**config.mk**
```make
export PLATFORM = sky130hd
export DESIGN_NAME = dmem_port_arbiter_flat
export DESIGN_NICKNAME = d
export VERILOG_FILES = /design/src/rtl/dmem_port_arbiter_if.sv /design/src/rtl/dmem_port_arbiter.sv /design/src/flat_wrapper.sv
export SDC_FILE = /design/constraint.sdc
export NUM_CORES = 1
export LEC_CHECK = 0
export ABC_AREA = 1
export BUFFER_PORTS_ARGS = -buffer_cell sky130_fd_sc_hd__buf_4
export CAP_MARGIN = 20
export CORE_UTILIZATION = 50
export CTS_CLUSTER_DIAMETER = 30
export DETAILED_ROUTE_END_ITERATION = 10
export GPL_ROUTABILITY_DRIVEN = 0
export PLACE_DENSITY_LB_ADDON = 0.25
export SLEW_MARGIN = 20
export SYNTH_ARGS = -nofsm -noshare
export SYNTH_HDL_FRONTEND = slang
export SYNTH_SLANG_ARGS = --single-unit
```
**constraint.sdc**
```tcl
create_clock -name clk -period 4.1 [get_ports clk]
set_clock_uncertainty 0.15 [all_clocks]
set_input_delay 0.205 -clock clk [delete_from_list [all_inputs] [get_ports clk]]
set_output_delay 0.205 -clock clk [all_outputs]
set_load 0.01 [all_outputs]
```
**src/rtl/dmem_port_arbiter_if.sv**
```systemverilog
// Bundle of the two requester ports and the data-memory port seen by dmem_port_arbiter.
// The slave modport is the arbiter's view; the master modport is the surrounding system's view.
interface dmem_port_arbiter_if #(
  parameter int DM_ADDRESS = 9,
  parameter int DATA_W     = 32
);
  logic                  m0_req;
  logic                  m0_we;
  logic [DM_ADDRESS-1:0] m0_addr;
  logic [DATA_W-1:0]     m0_wdata;
  logic [2:0]            m0_funct3;
  logic                  m0_gnt;
  logic                  m0_rvalid;
  logic [DATA_W-1:0]     m0_rdata;
  logic                  m0_err;

  logic                  m1_req;
  logic                  m1_we;
  logic [DM_ADDRESS-1:0] m1_addr;
  logic [DATA_W-1:0]     m1_wdata;
  logic [2:0]            m1_funct3;
  logic                  m1_gnt;
  logic                  m1_rvalid;
  logic [DATA_W-1:0]     m1_rdata;
  logic                  m1_err;

  logic [DM_ADDRESS-1:0] mem_addr;
  logic                  mem_re;
  logic                  mem_we;
  logic [3:0]            mem_be;
  logic [DATA_W-1:0]     mem_wdata;
  logic [DATA_W-1:0]     mem_rdata;

  modport slave (
    input  m0_req, m0_we, m0_addr, m0_wdata, m0_funct3,
    output m0_gnt, m0_rvalid, m0_rdata, m0_err,
    input  m1_req, m1_we, m1_addr, m1_wdata, m1_funct3,
    output m1_gnt, m1_rvalid, m1_rdata, m1_err,
    output mem_addr, mem_re, mem_we, mem_be, mem_wdata,
    input  mem_rdata
  );

  modport master (
    output m0_req, m0_we, m0_addr, m0_wdata, m0_funct3,
    input  m0_gnt, m0_rvalid, m0_rdata, m0_err,
    output m1_req, m1_we, m1_addr, m1_wdata, m1_funct3,
    input  m1_gnt, m1_rvalid, m1_rdata, m1_err,
    input  mem_addr, mem_re, mem_we, mem_be, mem_wdata,
    output mem_rdata
  );
endinterface

```
**src/rtl/dmem_port_arbiter.sv**
```systemverilog
// Round-robin arbiter and access sequencer for the single data-memory port, with
// RISC-V sub-word store lane placement and load extraction/extension.
module dmem_port_arbiter #(
  parameter int DM_ADDRESS = 9,
  parameter int DATA_W     = 32
) (
  input logic                clk,
  input logic                rst_n,
  dmem_port_arbiter_if.slave bus
);

  typedef enum logic [1:0] {IDLE, ISSUE, WAIT, RESP} state_t;

  state_t                state_q, state_d;
  logic                  pri1_q, pri1_d;
  logic                  owner_q, owner_d;
  logic                  we_q, we_d;
  logic                  err_q, err_d;
  logic [1:0]            off_q, off_d;
  logic [2:0]            f3_q, f3_d;

  logic [DM_ADDRESS-1:0] mem_addr_q, mem_addr_d;
  logic                  mem_re_q, mem_re_d;
  logic                  mem_we_q, mem_we_d;
  logic [3:0]            mem_be_q, mem_be_d;
  logic [DATA_W-1:0]     mem_wdata_q, mem_wdata_d;
  logic                  rvalid_q, rvalid_d;
  logic [DATA_W-1:0]     rdata_q, rdata_d;
  logic                  rerr_q, rerr_d;

  logic                  gnt_any;
  logic                  sel_m1;
  logic                  s_we;
  logic [DM_ADDRESS-1:0] s_addr;
  logic [DATA_W-1:0]     s_wdata;
  logic [2:0]            s_f3;
  logic                  s_err;

  function automatic logic access_err(input logic we, input logic [2:0] f3, input logic [1:0] off);
    logic f3_bad;
    logic misaligned;
    f3_bad     = we ? f3[2] : ((f3 == 3'b011) || (f3[2:1] == 2'b11));
    misaligned = ((f3[1:0] == 2'b01) && off[0]) || (f3[1] && (off != 2'b00));
    return f3_bad || misaligned;
  endfunction

  function automatic logic [3:0] lane_be(input logic [1:0] sz, input logic [1:0] off);
    case (sz)
      2'b00:   return 4'b0001 << off;
      2'b01:   return 4'b0011 << off;
      default: return 4'b1111;
    endcase
  endfunction

  // Replicating the sub-word across lanes makes placement independent of the offset.
  function automatic logic [DATA_W-1:0] lane_data(input logic [1:0] sz, input logic [DATA_W-1:0] w);
    case (sz)
      2'b00:   return {4{w[7:0]}};
      2'b01:   return {2{w[15:0]}};
      default: return w;
    endcase
  endfunction

  function automatic logic [DATA_W-1:0] load_extract(input logic [DATA_W-1:0] word,
                                                     input logic [1:0] off,
                                                     input logic [2:0] f3);
    logic [DATA_W-1:0] sh;
    sh = word >> {off, 3'b000};
    case (f3)
      3'b000:  return {{(DATA_W-8){sh[7]}}, sh[7:0]};
      3'b001:  return {{(DATA_W-16){sh[15]}}, sh[15:0]};
      3'b100:  return {{(DATA_W-8){1'b0}}, sh[7:0]};
      3'b101:  return {{(DATA_W-16){1'b0}}, sh[15:0]};
      default: return sh;
    endcase
  endfunction

  assign gnt_any = rst_n && (state_q == IDLE) && (bus.m0_req || bus.m1_req);
  assign sel_m1  = bus.m1_req && (!bus.m0_req || pri1_q);
  assign s_we    = sel_m1 ? bus.m1_we     : bus.m0_we;
  assign s_addr  = sel_m1 ? bus.m1_addr   : bus.m0_addr;
  assign s_wdata = sel_m1 ? bus.m1_wdata  : bus.m0_wdata;
  assign s_f3    = sel_m1 ? bus.m1_funct3 : bus.m0_funct3;
  assign s_err   = access_err(s_we, s_f3, s_addr[1:0]);

  always_comb begin
    state_d     = state_q;
    pri1_d      = pri1_q;
    owner_d     = owner_q;
    we_d        = we_q;
    err_d       = err_q;
    off_d       = off_q;
    f3_d        = f3_q;
    mem_addr_d  = '0;
    mem_re_d    = 1'b0;
    mem_we_d    = 1'b0;
    mem_be_d    = '0;
    mem_wdata_d = '0;
    rvalid_d    = 1'b0;
    rdata_d     = '0;
    rerr_d      = 1'b0;
    case (state_q)
      IDLE: begin
        if (gnt_any) begin
          state_d = ISSUE;
          owner_d = sel_m1;
          pri1_d  = !sel_m1;
          we_d    = s_we;
          err_d   = s_err;
          off_d   = s_addr[1:0];
          f3_d    = s_f3;
          if (!s_err) begin
            mem_addr_d = {s_addr[DM_ADDRESS-1:2], 2'b00};
            if (s_we) begin
              mem_we_d    = 1'b1;
              mem_be_d    = lane_be(s_f3[1:0], s_addr[1:0]);
              mem_wdata_d = lane_data(s_f3[1:0], s_wdata);
            end else begin
              mem_re_d = 1'b1;
            end
          end
        end
      end
      ISSUE: begin
        if (we_q || err_q) begin
          state_d  = RESP;
          rvalid_d = 1'b1;
          rerr_d   = err_q;
        end else begin
          state_d = WAIT;
        end
      end
      WAIT: begin
        state_d  = RESP;
        rvalid_d = 1'b1;
        rdata_d  = load_extract(bus.mem_rdata, off_q, f3_q);
      end
      default: state_d = IDLE;
    endcase
  end

  always_ff @(posedge clk or negedge rst_n) begin
    if (!rst_n) begin
      state_q     <= IDLE;
      pri1_q      <= 1'b0;
      owner_q     <= 1'b0;
      we_q        <= 1'b0;
      err_q       <= 1'b0;
      mem_addr_q  <= '0;
      mem_re_q    <= 1'b0;
      mem_we_q    <= 1'b0;
      mem_be_q    <= '0;
      mem_wdata_q <= '0;
      rvalid_q    <= 1'b0;
      rdata_q     <= '0;
      rerr_q      <= 1'b0;
    end else begin
      state_q     <= state_d;
      pri1_q      <= pri1_d;
      owner_q     <= owner_d;
      we_q        <= we_d;
      err_q       <= err_d;
      mem_addr_q  <= mem_addr_d;
      mem_re_q    <= mem_re_d;
      mem_we_q    <= mem_we_d;
      mem_be_q    <= mem_be_d;
      mem_wdata_q <= mem_wdata_d;
      rvalid_q    <= rvalid_d;
      rdata_q     <= rdata_d;
      rerr_q      <= rerr_d;
    end
  end

  // Captured lane offset and funct3 are only consumed behind a state that reset clears.
  always_ff @(posedge clk) begin
    off_q <= off_d;
    f3_q  <= f3_d;
  end

  assign bus.m0_gnt    = gnt_any && !sel_m1;
  assign bus.m1_gnt    = gnt_any && sel_m1;
  assign bus.m0_rvalid = rvalid_q && !owner_q;
  assign bus.m1_rvalid = rvalid_q && owner_q;
  assign bus.m0_err    = rerr_q && !owner_q;
  assign bus.m1_err    = rerr_q && owner_q;
  assign bus.m0_rdata  = owner_q ? '0 : rdata_q;
  assign bus.m1_rdata  = owner_q ? rdata_q : '0;

  assign bus.mem_addr  = mem_addr_q;
  assign bus.mem_re    = mem_re_q;
  assign bus.mem_we    = mem_we_q;
  assign bus.mem_be    = mem_be_q;
  assign bus.mem_wdata = mem_wdata_q;

endmodule

```
**src/flat_wrapper.sv**
```systemverilog
// flat-port wrapper written by rule: the top's interface ports become plain ports
module dmem_port_arbiter_flat 
#(
  parameter int DM_ADDRESS = 9,
  parameter int DATA_W     = 32
)
  (clk, rst_n, bus_m0_req, bus_m0_we, bus_m0_addr, bus_m0_wdata, bus_m0_funct3, bus_m0_gnt, bus_m0_rvalid, bus_m0_rdata, bus_m0_err, bus_m1_req, bus_m1_we, bus_m1_addr, bus_m1_wdata, bus_m1_funct3, bus_m1_gnt, bus_m1_rvalid, bus_m1_rdata, bus_m1_err, bus_mem_addr, bus_mem_re, bus_mem_we, bus_mem_be, bus_mem_wdata, bus_mem_rdata);
  dmem_port_arbiter_if #(.DM_ADDRESS(DM_ADDRESS), .DATA_W(DATA_W)) bus_i ();
  input logic clk;
  input logic rst_n;
  input wire logic [$bits(bus_i.m0_req)-1:0] bus_m0_req;
  input wire logic [$bits(bus_i.m0_we)-1:0] bus_m0_we;
  input wire logic [$bits(bus_i.m0_addr)-1:0] bus_m0_addr;
  input wire logic [$bits(bus_i.m0_wdata)-1:0] bus_m0_wdata;
  input wire logic [$bits(bus_i.m0_funct3)-1:0] bus_m0_funct3;
  output wire logic [$bits(bus_i.m0_gnt)-1:0] bus_m0_gnt;
  output wire logic [$bits(bus_i.m0_rvalid)-1:0] bus_m0_rvalid;
  output wire logic [$bits(bus_i.m0_rdata)-1:0] bus_m0_rdata;
  output wire logic [$bits(bus_i.m0_err)-1:0] bus_m0_err;
  input wire logic [$bits(bus_i.m1_req)-1:0] bus_m1_req;
  input wire logic [$bits(bus_i.m1_we)-1:0] bus_m1_we;
  input wire logic [$bits(bus_i.m1_addr)-1:0] bus_m1_addr;
  input wire logic [$bits(bus_i.m1_wdata)-1:0] bus_m1_wdata;
  input wire logic [$bits(bus_i.m1_funct3)-1:0] bus_m1_funct3;
  output wire logic [$bits(bus_i.m1_gnt)-1:0] bus_m1_gnt;
  output wire logic [$bits(bus_i.m1_rvalid)-1:0] bus_m1_rvalid;
  output wire logic [$bits(bus_i.m1_rdata)-1:0] bus_m1_rdata;
  output wire logic [$bits(bus_i.m1_err)-1:0] bus_m1_err;
  output wire logic [$bits(bus_i.mem_addr)-1:0] bus_mem_addr;
  output wire logic [$bits(bus_i.mem_re)-1:0] bus_mem_re;
  output wire logic [$bits(bus_i.mem_we)-1:0] bus_mem_we;
  output wire logic [$bits(bus_i.mem_be)-1:0] bus_mem_be;
  output wire logic [$bits(bus_i.mem_wdata)-1:0] bus_mem_wdata;
  input wire logic [$bits(bus_i.mem_rdata)-1:0] bus_mem_rdata;
  assign bus_i.m0_req = bus_m0_req;
  assign bus_i.m0_we = bus_m0_we;
  assign bus_i.m0_addr = bus_m0_addr;
  assign bus_i.m0_wdata = bus_m0_wdata;
  assign bus_i.m0_funct3 = bus_m0_funct3;
  assign bus_m0_gnt = bus_i.m0_gnt;
  assign bus_m0_rvalid = bus_i.m0_rvalid;
  assign bus_m0_rdata = bus_i.m0_rdata;
  assign bus_m0_err = bus_i.m0_err;
  assign bus_i.m1_req = bus_m1_req;
  assign bus_i.m1_we = bus_m1_we;
  assign bus_i.m1_addr = bus_m1_addr;
  assign bus_i.m1_wdata = bus_m1_wdata;
  assign bus_i.m1_funct3 = bus_m1_funct3;
  assign bus_m1_gnt = bus_i.m1_gnt;
  assign bus_m1_rvalid = bus_i.m1_rvalid;
  assign bus_m1_rdata = bus_i.m1_rdata;
  assign bus_m1_err = bus_i.m1_err;
  assign bus_mem_addr = bus_i.mem_addr;
  assign bus_mem_re = bus_i.mem_re;
  assign bus_mem_we = bus_i.mem_we;
  assign bus_mem_be = bus_i.mem_be;
  assign bus_mem_wdata = bus_i.mem_wdata;
  assign bus_i.mem_rdata = bus_mem_rdata;
  dmem_port_arbiter #(.DM_ADDRESS(DM_ADDRESS), .DATA_W(DATA_W)) u_core (.clk(clk), .rst_n(rst_n), .bus(bus_i));
endmodule
```
* After elaboration in Yosys (flattened, before gate mapping)
Index checks and enable logic that the tools add are counted.
** Word-level totals
- Register bits :: 92
- Bits in latches :: 0
- Memory bits (writable) :: 0
- Bits in read-only memories :: 0
- Input bits :: 126
- Logic and storage cells :: 89
- Memories kept :: 0
** Operators by class
- Add/subtract/negate cells :: 0
- $mul :: 0
- Divide/modulo/power cells :: 0
- $lt $le $gt $ge :: 0
- Equal/unequal tests :: 9
- Shift operators :: 3
- Mux-type cells :: 37
- Bitwise gates (word level) :: 0
- Reduce and logical (&&, ||, !) cells :: 25
** Operators with widths (count)
- 32-bit two-way mux :: 8
- 32-bit case mux with 4 select lines :: 1
- 32-bit case mux with 2 select lines :: 1
- 9-bit two-way mux :: 4
- 32-bit by 5-bit right shift with 32-bit output :: 1
- 4-bit two-way mux :: 4
- 1-bit two-way mux :: 14
- 1-bit logical AND :: 11
- 4-bit case mux with 2 select lines :: 1
- 3-bit == test (second input constant) :: 2
- 1-bit logical OR :: 6
- 2-bit case mux with 3 select lines :: 1
- 2-bit by 1-bit == test with 1-bit output (second input constant) :: 2
- 2-bit == test (second input constant) :: 2
- 2-bit logical NOT :: 2
- 1-bit by 2-bit << shifter with 4-bit output (first input constant) :: 1
- 2-bit by 2-bit << shifter with 4-bit output (first input constant) :: 1
- 3-bit by 1-bit == test with 1-bit output (second input constant) :: 1
- 3-bit by 2-bit == test with 1-bit output (second input constant) :: 1
- 1-bit logical NOT :: 3
- 3-bit logical NOT :: 1
- 3-bit two-way mux :: 1
- 2-bit two-way mux :: 1
- 2-bit by 1-bit != test with 1-bit output (second input constant) :: 1
- 3 further kinds :: 3

* Longest topological paths before layout
Gate-level depths: netlist of run 1.
- Word-level depth :: 11
- Gate-level depth with buffers :: 12
- Gate-level depth less buffers :: 11

* Worst setup path before layout of run 1
No wires, ideal clock.
- Path kind :: flip-flop to flip-flop
- Start point :: register u_core.state_q[0]
- End point :: register u_core.mem_wdata_q[12], in the netlist u_core.bus.mem_wdata[12]
- Setup time :: 0.071 ns
- Arrival time :: 1.587 ns
- Required time :: 3.879 ns
- Slack :: 2.292 ns
- Cell stages (with the launch flop) :: 10
- Path buffers :: 1
- Period minus slack after synthesis :: 1.808 ns
- Path through :: dfrtp_1 -> inv_1 -> ha_1 -> nand2_1 -> nor2_4 -> inv_1 -> nor2_4 -> nand3_4 -> buf_6 -> nor2_1
** On the way
- Word-level cells in the longest chain between the ends :: 5
** Ends and longest elaborated chain
- start: declaration :: RTL line dmem_port_arbiter.sv:14 : state_t state_q, state_d;
- start signal: assignment :: RTL line dmem_port_arbiter.sv:158 : state_q <= state_d;
- 2-bit logical NOT * :: RTL line dmem_port_arbiter.sv:78, dmem_port_arbiter.sv:102
- 1-bit logical AND (2 in a row) :: RTL line dmem_port_arbiter.sv:78 : assign gnt_any = rst_n && (state_q == IDLE) && (bus.m0_req || bus.m1_req);
- 32-bit two-way mux :: RTL line dmem_port_arbiter.sv:104 : if (gnt_any) begin
- 32-bit two-way mux * :: RTL line dmem_port_arbiter.sv:102 : case (state_q)
- via u_core.mem_wdata_d[12] :: RTL line dmem_port_arbiter.sv:26 : logic [DATA_W-1:0] mem_wdata_q, mem_wdata_d;
- end signal: assignment :: RTL line dmem_port_arbiter.sv:167 : mem_wdata_q <= mem_wdata_d;
- end: declaration :: RTL line dmem_port_arbiter.sv:26
The timed path passes the listed nets; every way through them passes the cells marked *.
A chain may end at the register's enable or synchronous reset.

* Worst setup path in the final report of run 1
- Start point :: register u_core.off_q[0]
- End point :: register u_core.rdata_q[3]
** On the way
- Word-level cells in the longest chain between the ends :: 3
** Ends and longest elaborated chain
- start: declaration :: RTL line dmem_port_arbiter.sv:19 : logic [1:0] off_q, off_d;
- start signal: assignment :: RTL line dmem_port_arbiter.sv:176 : off_q <= off_d;
- 32-bit by 5-bit right shift with 32-bit output :: RTL line dmem_port_arbiter.sv:68 : sh = word >> {off, 3'b000};
- 32-bit case mux with 4 select lines :: RTL line dmem_port_arbiter.sv:69 : case (f3)
- 32-bit two-way mux :: RTL line dmem_port_arbiter.sv:102
- via u_core.rdata_d[3] :: RTL line dmem_port_arbiter.sv:28 : logic [DATA_W-1:0] rdata_q, rdata_d;
- end signal: assignment :: RTL line dmem_port_arbiter.sv:169 : rdata_q <= rdata_d;
- end: declaration :: RTL line dmem_port_arbiter.sv:28
The timed path passes the listed nets, and every way through them passes these cells.

==> results of run 1 <==
## critical path, cell delays in order, from the launching register on
cell	delay, ps
edfxtp_1	850
inv_2	420
nand2_1	140
nand2_1	110
o21ai_0	230
a31oi_1	80
dlygate4sd3_1	600
## state kept, by name, summed over array words and instances (netlist names)
name / count
u_core.pri1_q: 1
u_core.err_q: 1
u_core.bus.mem_addr: 7
u_core.bus.mem_wdata: 32
u_core.rerr_q: 1
u_core.f3_q: 3
u_core.we_q: 1
u_core.bus.mem_re: 1
u_core.bus.mem_we: 1
u_core.rvalid_q: 1
u_core.bus.mem_be: 4
u_core.off_q: 2
u_core.rdata_q: 32
u_core.state_q: 2
u_core.owner_q: 1
## through the flow
step           instance area [um^2]  utilization [%]
4_1_cts                        7370             75.1
2_1_floorplan                  5090                -
3_5_place_dp                   6850             69.8
6_report                       7400             75.4
5_1_grt                        7400             75.4
3_3_place_gp                   6850             69.8
## worst max path at each step
stage,endpoint,start
after floorplan,u_core.bus.mem_wdata[12],u_core.state_q[0]
after global placement,u_core.bus.mem_wdata[10],u_core.pri1_q
after detailed placement,u_core.bus.mem_wdata[12],u_core.pri1_q
after CTS,u_core.bus.mem_addr[7],u_core.pri1_q
after global routing,u_core.bus.mem_addr[8],u_core.pri1_q
final,u_core.rdata_q[3],u_core.off_q[0]
## placed cells by master, fill, tap and decap left out, types with 8 or more instances in the layout
cell	instances
nand2_2	8
clkbuf_8	10
nand2_1	229
nand3_1	37
o21ai_2	8
or2_2	8
dlygate4sd3_1	31
o21ai_0	34
dfrtp_1	84
inv_1	106
nor2_1	90
buf_4	241
a21oi_1	26
## synthesized netlist by cell type
master	instances	area, um^2
clkbuf_1	13	48.8
nor2_1	90	338
nand3_4	2	35.0
o21ai_0	34	170
nand2_4	2	22.5
nand2_1	229	860
nor2_4	2	22.5
dfrtp_1	85	2130
nand3b_1	1	7.51
nor3_1	1	5.00
nor2_8	1	20.0
clkbuf_2	1	5.00
o22ai_1	2	12.5
inv_1	106	398
o21ai_1	5	25.0
or2_1	3	18.8
buf_2	8	40.0
nand2_2	8	50.1
buf_1	1	3.75
clkinv_1	2	7.51
conb_1	1	3.75
buf_4	4	30.0
o21ai_2	8	70.1
edfxtp_1	5	150
nand3_1	37	185
nor2_2	5	31.3
inv_2	4	15.0
ha_1	4	50.1
buf_6	8	90.1
a21oi_1	26	130
a31oi_1	7	43.8
or2_2	8	50.1
or2_0	4	25.0
## layer usage
layer	GRT usage, %	routed length, um	vias to the layer above
met1	33.4	5670	2418
met5	0	0	-
met3	4.95	1030	23
li1	-	-	2657
met4	9.10	300	0
met2	48.7	7600	220
## cell type report
| class | count | area (um^2) | area share [%] |
|---|---|---|---|
| Clock buffer | 10 | 138 | 1.86 |
| Clock inverter | 6 | 72.6 | 0.980 |
| Inverter | 112 | 420 | 5.68 |
| Multi-Input combinational cell | 481 | 2180 | 29.4 |
| Sequential cell | 90 | 2280 | 30.8 |
| Tap cell | 133 | 166 | 2.25 |
| Timing Repair Buffer | 273 | 2150 | 29.0 |
## report_power, final
| part | internal [mW] | switching, mW | total, mW | leakage, nW |
|---|---|---|---|---|
| sequential | 1.04 | 0.173 | 1.21 | 1.21 |
| combinational | 0.522 | 0.701 | 1.22 | 3.07 |
| clock | 0.305 | 0.326 | 0.630 | 0.103 |
## logic make-up (layout without fill, tap and decap cells)
family                   Yosys count  in the layout  share of synthesized area, %
buffers and inverters            147            401                          12.5
adder cells (fa/ha/maj)            4              4                         0.983
flip-flops                        90             90                          44.7
AND/OR/NAND/NOR                  393            393                          32.8
AO/OA/AOI/OAI                     82             82                          8.87
other                              1              2                        0.0737
==> metrics.csv, run 1 <==
stage;metric;value;unit
outcome;status;finished with violations;
outcome;violations;DRC;
clocking;holdBufCountCts;31;
setup_path;critPathMaxFanout;33;
synthesis;avgSynthCellArea;7.10;um^2
placement;place_ws;1600;ps
synthesis;netlist_area;5090;um^2
pwr;p_leak;4.38;nW
clocking;cts_sinks;90;
finish;nNetsFinal;1097;
finish;drive_gt1_share;30.8;%
timing;setup_violations;0;
finish;synthToLayoutAreaGrowth;45.4;%
finish;stdcell_count;1105;
detailed_routing;viasPerCell;4.81;
setup_path;r2r-end;u_core.rdata_q[3];
detailed_routing;drc_errors;2;
setup_path;r2r_slack;1400;ps
setup_path;cp.arrival;2790;ps
setup_path;crit_path_start_kind;register;
setup_path;crit_path_end_kind;register;
grt;grt_pass1_wl;22000;um
min_path;hold_depth;3;
detailed_routing;wl;14600;um
floorplanning;io_pins;243;
grt;antenna_found_initial;0;
clocking;cts.path.max_buffers;2;
finish;antenna_cells;0;
floorplanning;initial_core_util;51.8;%
pwr;ir_worst_vdd;0.240;mV
setup_path;critPathKind;reg -> reg;
floorplanning;rows;36;
setup_path;r2r_start;u_core.off_q[0];
grt;grt_max_degree;82;
clocking;clk_pin_slew;90;ps
timing;finalHoldViolations;0;
clocking;post_cts_resized;0;
detailed_routing;vias;5318;
timing;rsz0062_at_grt;no;
detailed_routing;postRouteAntennaNets;0;
synthesis;synth.yosys.seq_area_share;44.7;%
timing;setup_tns;0;ps
setup_path;reg2reg_depth;6;
clocking;cts_tree;yes;
timing;fin_crit_sh;65.9;%
placement;hpwl;10800;um
synthesis;synth_seq_cells;90;
synthesis;synth_cell_types;33;
clocking;root_buffer;clkbuf_8;
min_path;hp-class;in -> reg;
job;cap_violations;0;
clocking;cts_max_level;3;
clocking;cts_setup_buffers;0;
clocking;clk_latency;350;ps
timing;tightest_slew;1030;ps
pwr;power.density;414;nW/um^2
timing;finalCriticalPeriod;2700;ps
setup_path;cp.required;4190;ps
detailed_routing;drtIter0Drc;277;
grt;grt_overflow_total;0;
floorplanning;coreArea;9820;um^2
timing;max_freq;370;MHz
grt;grt_usage;27.3;%
min_path;holdPathEnd;u_core.f3_q[2];
timing;slew_headroom;31.4;%
floorplanning;die_h;103;um
floorplanning;die_x;103;um
floorplanning;die-area;10600;um^2
finish;fill_cells;799;
pwr;power.total;3.06;mW
detailed_routing;routedWlPerCell;13.2;um
timing;final_max_slew_viol_count;0;
clocking;cts_inserted_buffers;9;
synthesis;ys.warnings.count;0;
placement;dp_cells;1057;
grt;grt_pass1_vias;4582;
min_path;worstHoldStart;bus_m1_funct3[2];
timing;holdWs;14.8;ps
synthesis;synth_cells;717;
detailed_routing;dr.pass1.iters;8;
timing;finalWorstSetupSlack;1400;ps
placement;portBuffers;240;
No activity file was read; power rests on OpenSTA's default activity.
==> run 2, diff against run 1 <==
- CORE_UTILIZATION: 50 -> 43
- clock period: 4.1 -> 2.4 ns (I/O delays scaled with it)
==> run 2 against run 1 <==
The run now ends clean. Clock power rose by 130%. Critical path depth rose by 2. Worst setup slack got worse by 1300 ps. Core utilization fell by 8.5 points. Register-to-register slack got worse by 1300 ps. Count of clock-buffer cells in the layout rose by 1. Total power rose by 87%. Combinational power rose by 86%. Global-route usage fell by 2.0 points. Sequential power rose by 64%. Sequential share of layout area fell by 1.1 points. Flip-flop and latch count did not move. Critical path type is now reg -> out. Largest power group unchanged.
==> metrics.csv, run 2 (synthesis results as in run 1) <==
stage;metric;value;unit
finish;antenna_cells;0;
timing;fin_crit_sh;95.9;%
setup_path;cp.required;2130;ps
grt;grt_usage;25.3;%
finish;drive_gt1_share;31.1;%
finish;final_common_cell;buf_4;
setup_path;crit_path_end_kind;output port;
setup_path;critPathMaxFanout;9;
floorplanning;die_h;111;um
floorplanning;initial_core_util;44.4;%
job;cap_violations;0;
setup_path;reg2reg_depth;7;
timing;max_freq;435;MHz
min_path;hp-class;in -> reg;
clocking;cts_sinks;90;
finish;stdcell_count;1134;
detailed_routing;routedWlPerCell;13.5;um
timing;setup_tns;0;ps
setup_path;critPathKind;reg -> out;
detailed_routing;postRouteAntennaNets;0;
floorplanning;coreArea;11500;um^2
finish;synthToLayoutAreaGrowth;50.7;%
grt;grt_pass1_wl;24400;um
clocking;cts_max_level;3;
detailed_routing;dr.pass1.iters;5;
outcome;status;complete, no violations;
detailed_routing;drtIter0Drc;352;
pwr;ir_worst_vdd;0.415;mV
clocking;clk_latency;340;ps
clocking;post_cts_resized;0;
grt;grt_pass1_vias;5075;
clocking;clk_pin_slew;70;ps
clocking;root_buffer;clkbuf_16;
detailed_routing;wl;15300;um
timing;slew_headroom;59.2;%
setup_path;cp.arrival;2030;ps
grt;antenna_found_initial;0;
timing;holdWs;2.16;ps
setup_path;path_cells;inv_1 -> ha_1 -> nand2_1 -> nor2_4 -> buf_4 -> nand2_1 -> clkinv_1 -> buf_4;
grt;grt_max_degree;49;
clocking;cts_tree;yes;
pwr;power.total;5.74;mW
setup_path;r2r_slack;120;ps
clocking;cts_setup_buffers;0;
floorplanning;die-area;12300;um^2
min_path;hold_depth;3;
setup_path;critPathSlowestCell;dfrtp_1;
floorplanning;io_pins;243;
floorplanning;rows;39;
finish;nNetsFinal;1116;
placement;dp_cells;1079;
pwr;power.density;748;nW/um^2
setup_path;slowest_delay;400;ps
timing;rsz0062_at_grt;no;
detailed_routing;drc_errors;0;
timing;tightest_slew;611;ps
detailed_routing;vias;5329;
timing;setup_violations;0;
placement;portBuffers;240;
clocking;cts_inserted_buffers;9;
timing;finalHoldViolations;0;
detailed_routing;viasPerCell;4.70;
finish;mostFrequentLayoutCells;252 x buf_4, 229 x nand2_1, 106 x inv_1;
clocking;cts.path.max_buffers;2;
floorplanning;die_x;111;um
timing;finalWorstSetupSlack;98.9;ps
grt;grt_overflow_total;0;
pwr;p_leak;4.50;nW
placement;hpwl;11300;um
timing;final_max_slew_viol_count;0;
timing;finalCriticalPeriod;2300;ps
setup_path;crit_path_start_kind;register;
placement;place_ws;276;ps
## run 2: changes by cell type in the layout (fill, tap and decap cells not counted), sizes merged
cell         delta
inv             -1
bufinv          +1
buf            +11
dlygate4sd3     +8
clkinvlp        -1
clkbuf          +1
## run 2: power by group
part	total [mW]	internal (mW)	switching (mW)
clock network	1.48	0.913	0.569
registers	1.99	1.78	0.210
logic	2.27	0.966	1.31
total	5.74	3.66	2.08
## run 2: final cells by class
type | instances | area (um^2)
clock buffer | 11 | 233
sequential | 90 | 2280
inverter | 112 | 420
fill | 1044 | 3800
tap | 143 | 179
clock inverter | 5 | 78.8
multi-input combinational | 481 | 2180
timing repair buffer | 292 | 2300
## run 2: worst max-delay path, delay by kind of cell (launching register included)
family	cells	cell delay (ps)
buffers and inverters	4	740
AND/OR/NAND/NOR	3	330
flip-flops	1	400
adder cells (fa/ha/maj)	1	230
## run 2: worst paths after layout
path	start	to
worst max-delay path	u_core.state_q[0]	bus_m0_gnt
worst min-delay path	bus_m1_addr[1]	u_core.off_q[1]
worst max register to register	u_core.off_q[0]	u_core.rdata_q[6]
worst min register to register	u_core.err_q	u_core.err_q
max in group asynchronous	rst_n	u_core.owner_q
min in group asynchronous	rst_n	u_core.bus.mem_addr[7]
## run 2: timing repair
item | in CTS | in global routing
hold buffers | 39 | 0
endpoints found under the setup margin | 0 | 0
hold endpoints to repair | 61 | 0
## run 2: routing by layer
layer | share of wire (%) | GRT usage [%] | vias to the layer above | wire length (um)
met5 | 0 | 0 | - | 0
met4 | 4.0 | 13.2 | 0 | 613
met3 | 5.9 | 4.21 | 42 | 900
met2 | 49 | 43.3 | 214 | 7580
met1 | 41 | 30.6 | 2380 | 6250
li1 | - | - | 2693 | -
## run 2: metrics by stage
stage,util [%],instance area (um^2)
final,66.9,7670
after global routing,66.9,7670
after CTS,66.9,7670
after detailed placement,60.8,6970
after global placement,60.8,6970
after floorplan,-,5090
